--- src/rtl/mc_ctrl.sv ---
// Multi-cycle MIPS-subset control FSM: FETCH/DECODE/EXE/MEM/WB with
// combinational decode of Op/Funct into datapath selects and write strobes.
module mc_ctrl (
   input  logic       clk,
   input  logic       reset,
   input  logic [5:0] Op,
   input  logic [5:0] Funct,
   input  logic       Zero,
   output logic [2:0] ALUControl,
   output logic       ALUSrc,
   output logic [1:0] ExtOp,
   output logic       PCWrite,
   output logic       IRWrite,
   output logic       MemWrite,
   output logic       RegWrite,
   output logic [1:0] PCSrc,
   output logic [1:0] RegDst,
   output logic [1:0] MemtoReg,
   output logic [2:0] State
);

   typedef enum logic [2:0] {
      FETCH  = 3'd0,
      DECODE = 3'd1,
      EXE    = 3'd2,
      MEM    = 3'd3,
      WB     = 3'd4
   } state_e;

   typedef enum logic [3:0] {
      C_ADDU, C_SUBU, C_SLL, C_JR, C_ORI, C_LUI,
      C_LW, C_SW, C_BEQ, C_J, C_JAL, C_ILL
   } cls_e;

   state_e     state_q, state_d;
   cls_e       cls;
   logic [2:0] alu_ctl;
   logic       alu_src;
   logic [1:0] ext_op;
   logic       pc_write, ir_write, mem_write, reg_write;

   always_ff @(posedge clk or posedge reset) begin
      if (reset) state_q <= FETCH;
      else       state_q <= state_d;
   end

   always_comb begin
      cls = C_ILL;
      case (Op)
         6'b000000: begin
            case (Funct)
               6'b100001: cls = C_ADDU;
               6'b100011: cls = C_SUBU;
               6'b000000: cls = C_SLL;
               6'b001000: cls = C_JR;
               default:   cls = C_ILL;
            endcase
         end
         6'b001101: cls = C_ORI;
         6'b001111: cls = C_LUI;
         6'b100011: cls = C_LW;
         6'b101011: cls = C_SW;
         6'b000100: cls = C_BEQ;
         6'b000010: cls = C_J;
         6'b000011: cls = C_JAL;
         default:   cls = C_ILL;
      endcase
   end

   // ALU setup depends only on the instruction, so it naturally holds
   // from EXE through MEM and WB; it is gated by state below.
   always_comb begin
      alu_ctl = 3'b000;
      alu_src = 1'b0;
      ext_op  = 2'd0;
      case (cls)
         C_ADDU:      alu_ctl = 3'b000;
         C_SUBU:      alu_ctl = 3'b001;
         C_SLL:       alu_ctl = 3'b100;
         C_ORI:       begin alu_ctl = 3'b011; alu_src = 1'b1; ext_op = 2'd0; end
         C_LUI:       begin alu_ctl = 3'b011; alu_src = 1'b1; ext_op = 2'd2; end
         C_LW, C_SW:  begin alu_ctl = 3'b000; alu_src = 1'b1; ext_op = 2'd1; end
         C_BEQ:       alu_ctl = 3'b001;
         default:     alu_ctl = 3'b000;
      endcase
   end

   always_comb begin
      state_d    = FETCH;
      ALUControl = 3'b000;
      ALUSrc     = 1'b0;
      ExtOp      = 2'd0;
      pc_write   = 1'b0;
      ir_write   = 1'b0;
      mem_write  = 1'b0;
      reg_write  = 1'b0;
      PCSrc      = 2'd0;
      RegDst     = 2'd0;
      MemtoReg   = 2'd0;
      case (state_q)
         FETCH: begin
            ir_write = 1'b1;
            pc_write = 1'b1;
            state_d  = DECODE;
         end
         DECODE: begin
            case (cls)
               C_J:   begin pc_write = 1'b1; PCSrc = 2'd2; end
               C_JR:  begin pc_write = 1'b1; PCSrc = 2'd3; end
               C_JAL: begin
                  pc_write  = 1'b1;
                  PCSrc     = 2'd2;
                  reg_write = 1'b1;
                  RegDst    = 2'd2;
                  MemtoReg  = 2'd2;
               end
               C_ILL:   state_d = FETCH;
               default: state_d = EXE;
            endcase
         end
         EXE: begin
            ALUControl = alu_ctl;
            ALUSrc     = alu_src;
            ExtOp      = ext_op;
            case (cls)
               C_BEQ: begin pc_write = Zero; PCSrc = 2'd1; end
               C_LW, C_SW: state_d = MEM;
               C_ADDU, C_SUBU, C_SLL, C_ORI, C_LUI: state_d = WB;
               default: state_d = FETCH;
            endcase
         end
         MEM: begin
            ALUControl = alu_ctl;
            ALUSrc     = alu_src;
            ExtOp      = ext_op;
            if (cls == C_LW) state_d = WB;
            if (cls == C_SW) mem_write = 1'b1;
         end
         WB: begin
            ALUControl = alu_ctl;
            ALUSrc     = alu_src;
            ExtOp      = ext_op;
            reg_write  = 1'b1;
            if (cls == C_ADDU || cls == C_SUBU || cls == C_SLL) RegDst = 2'd1;
            if (cls == C_LW) MemtoReg = 2'd1;
         end
         default: state_d = FETCH;
      endcase
   end

   // Strobes are forced low for the whole reset window, not just after the edge.
   assign PCWrite  = pc_write  & ~reset;
   assign IRWrite  = ir_write  & ~reset;
   assign MemWrite = mem_write & ~reset;
   assign RegWrite = reg_write & ~reset;
   assign State    = state_q;

endmodule

--- config.mk ---
export PLATFORM = sky130hd
export DESIGN_NAME = mc_ctrl
export DESIGN_NICKNAME = d
export VERILOG_FILES = /design/src/rtl/mc_ctrl.sv
export SDC_FILE = /design/constraint.sdc
export NUM_CORES = 1
export LEC_CHECK = 0
export CAP_MARGIN = 5
export CORE_MARGIN = 2
export CORE_UTILIZATION = 40
export CTS_CLUSTER_SIZE = 16
export DETAILED_ROUTE_END_ITERATION = 8
export PLACE_DENSITY = 0.8
export SLEW_MARGIN = 40
export SYNTH_ARGS = -nofsm -noshare
export SYNTH_HDL_FRONTEND = slang
export SYNTH_SLANG_ARGS = --single-unit
--- constraint.sdc ---
create_clock -name clk -period 3.2 [get_ports clk]
set_input_delay 0.64 -clock clk [delete_from_list [all_inputs] [get_ports clk]]
set_output_delay 0.64 -clock clk [all_outputs]
set_load 0.01 [all_outputs]
==> flow_summary.json <==
{
  "clk_pin_slew_ns": 0.04,
  "arrival_ns": 2.46,
  "die_w_um": 45.33,
  "holdPathStages": 1,
  "cts-htree-levels": 1,
  "clk_latency_ns": 0.23,
  "initial_core_util": 0.4382,
  "routed_wl_um": 3237,
  "critPathKind": "in -> out",
  "groute.usage.overall": 0.3295,
  "grt_pass1_vias": 1133,
  "grt_max_degree": 11,
  "cts_tree": "done",
  "hold_path_class": "reg -> reg",
  "area_growth_pct": 98.17,
  "cts_buffers": 3,
  "power_leakage_uw": 0.0006717,
  "dp_hpwl_um": 2034,
  "worstMarginPinSlew_ns": 0.3271,
  "die_h_um": 45.33,
  "maxCapViolCount": 0,
  "place.gp.congestion": 0.8663,
  "hold_path_end": "State[0]",
  "r2r_start": "State[0]",
  "drc": 0,
  "start_kind": "input port",
  "r2r_slack_ns": 1.64,
  "yosysWarnings": 0,
  "p_int_uw": 193.2,
  "finalPower_uw": 338.3,
  "reg2reg_to": "State[1]",
  "p_sw_frac": 0.4289,
  "drt_iter0_markers": 80,
  "grt_setup_unrepaired": "false",
  "ios": 34,
  "fin_crit_ns": 3.100,
  "r2r_cells": 5,
  "clockBufferDepth": 2,
  "p_seq_frac": 0.208,
  "holdWs_ns": 0.6254,
  "relSlewSlack": 0.7820,
  "crit_fanout": 4,
  "setup_viol": 0,
  "peakVddDrop_v": 0.0002182,
  "worstPathRequired_ns": 2.56,
  "drtPass1Iterations": 4,
  "core_um2": 1559,
  "wl_per_cell_um": 17.22,
  "placed_cell_area_um2": 1209,
  "die-area_um2": 2054,
  "netlist_area_um2": 683.2,
  "port_buffers": 33,
  "drive_above_1_share": 0.3430,
  "timing.fmax_mhz": 322.6,
  "dr_total_vias": 1203,
  "fin_crit_sh": 0.9687,
  "hold_path.startpoint": "State[2]",
  "ant_nets": 0,
  "ys_types": 42,
  "grt_pass1_wl_um": 4878,
  "hold_violations": 0,
  "antenna_found_initial": 0,
  "clockPowerShare": 0.198,
  "cts_root_buf": "clkbuf_4",
  "fin_util": 0.8684,
  "largest_reg_flops": 3,
  "synth_edf_count": 0,
  "netSwitchingPower_uw": 145.1,
  "viasPerCell": 6.399,
  "overflow": 0,
  "worst_clock_skew_ns": 0.004094,
  "rows": 14,
  "nets": 188,
  "cts.sinks": 3,
  "synth_seq_area_share": 0.1099,
  "power_density_nw_per_um2": 249.9,
  "n_fill_cell": 90,
  "synthCells": 107,
  "outcome": "finished clean",
  "drv_slew": 0,
  "diodes": 0,
  "synth-seq-cells": 3,
  "synth_ff_type": "dfrtp_1",
  "synth_nets": 122,
  "combPwrFrac": 0.594,
  "syn_area_per_cell_um2": 6.385,
  "fin_area_um2": 1354,
  "async_reset_ff_frac": 1.000,
  "critPathCaptureType": "output pin"
}
critical path: stages:
cell	delay, ns
dlygate4sd2_1	0.26
or4_1	0.56
o32ai_2	0.32
a21oi_2	0.07
buf_4	0.15
nand2_1	0.10
nor3_1	0.06
dlygate4sd2_1	0.28
Yosys cell counts, drive strengths merged (3+ instances only):
| cell type | count | area [um^2] |
|---|---|---|
| a211oi | 3 | 22.52 |
| a21oi | 10 | 50.05 |
| and3 | 3 | 18.77 |
| buf | 3 | 23.77 |
| clkbuf | 3 | 11.26 |
| dfrtp | 3 | 75.07 |
| inv | 5 | 18.77 |
| nand2 | 12 | 45.04 |
| nand2b | 3 | 18.77 |
| nand3 | 5 | 25.02 |
| nor2 | 16 | 60.06 |
| nor2b | 3 | 18.77 |
| nor3 | 7 | 51.30 |
| o21ai | 3 | 15.01 |
| or4 | 3 | 26.27 |
cell families (layout without fill, tap and decap cells):
logic type / count (synthesis) / in the layout / synth area share
AO/OA/AOI/OAI: 27 / 27 / 0.2564
multiplexers: 2 / 2 / 0.03113
buffers and inverters: 11 / 76 / 0.07875
flip-flops: 3 / 3 / 0.1099
AND/OR/NAND/NOR: 62 / 62 / 0.4982
XOR/XNOR: 2 / 2 / 0.02565
power by group through the flow:
stage	sequential [uW]	combinational (uW)	clock (uW)
after floorplan	58.4	100	0
after global routing	73.5	221	73.1
after CTS	69.8	185	68.2
after detailed placement	70.2	182	0
after global placement	69.4	175	0
final	70.4	201	66.9
layout by cell type, fill, tap and decap left out, drive strengths merged, types with 2 or more instances in the layout:
master	netlist	routed
buf	3	38
nor2	16	16
clkdlybuf4s50	0	16
nand2	12	12
a21oi	10	10
dlygate4sd2	0	7
nor3	7	7
nand3	5	5
inv	5	5
clkbuf	3	5
dlymetal6s2s	0	4
dfrtp	3	3
and3	3	3
nor2b	3	3
nand2b	3	3
or4	3	3
o21ai	3	3
a211oi	3	3
xnor2	2	2
a21o	2	2
and2	2	2
a31oi	2	2
routing by layer:
layer | GRT usage | vias to the layer above | wire, um
met1 | 0.3470 | 525 | 1107
met5 | 0 | - | 0
met2 | 0.5771 | 114 | 1582
li1 | - | 526 | -
met3 | 0.03600 | 38 | 301
met4 | 0.2765 | 0 | 246
cell type report:
cell class	count	area [um^2]	share of cell area
clock buffers	4	26.28	0.01941
multi-input cells	93	635.6	0.4695
flip-flops and latches	3	75.07	0.05545
well taps	16	20.02	0.01479
inverters	5	18.77	0.01386
repair buffers	67	578.1	0.4270
metrics by stage:
stage / setup WS [ns] / std cells / setup TNS, ns
finish: 0.1001 / 188 / 0
global placement: -0.4463 / 178 / -3.398
global route: 0.03241 / 188 / 0
detailed placement: -0.4951 / 178 / -3.941
CTS: -0.01180 / 185 / -0.01180
floorplan: 0.3883 / 107 / 0
worst max path at each step:
stage | from | endpoint | depth (start not counted)
final | Op[0] | ALUControl[2] | 8
after global placement | Op[0] | PCWrite | 6
after detailed placement | Op[0] | PCSrc[0] | 6
after global routing | Funct[0] | PCWrite | 7
after floorplan | Op[0] | PCWrite | 5
after CTS | Op[1] | ExtOp[0] | 8
what timing repair did:
action,in CTS,in global routing
setup buffers,3,3
cloned,0,0
hold buffers,0,0
pin swaps,4,3
gates resized for setup,42,13
setup endpoints to repair,12,12
Note: power is estimated with default switching activity, not from simulation.
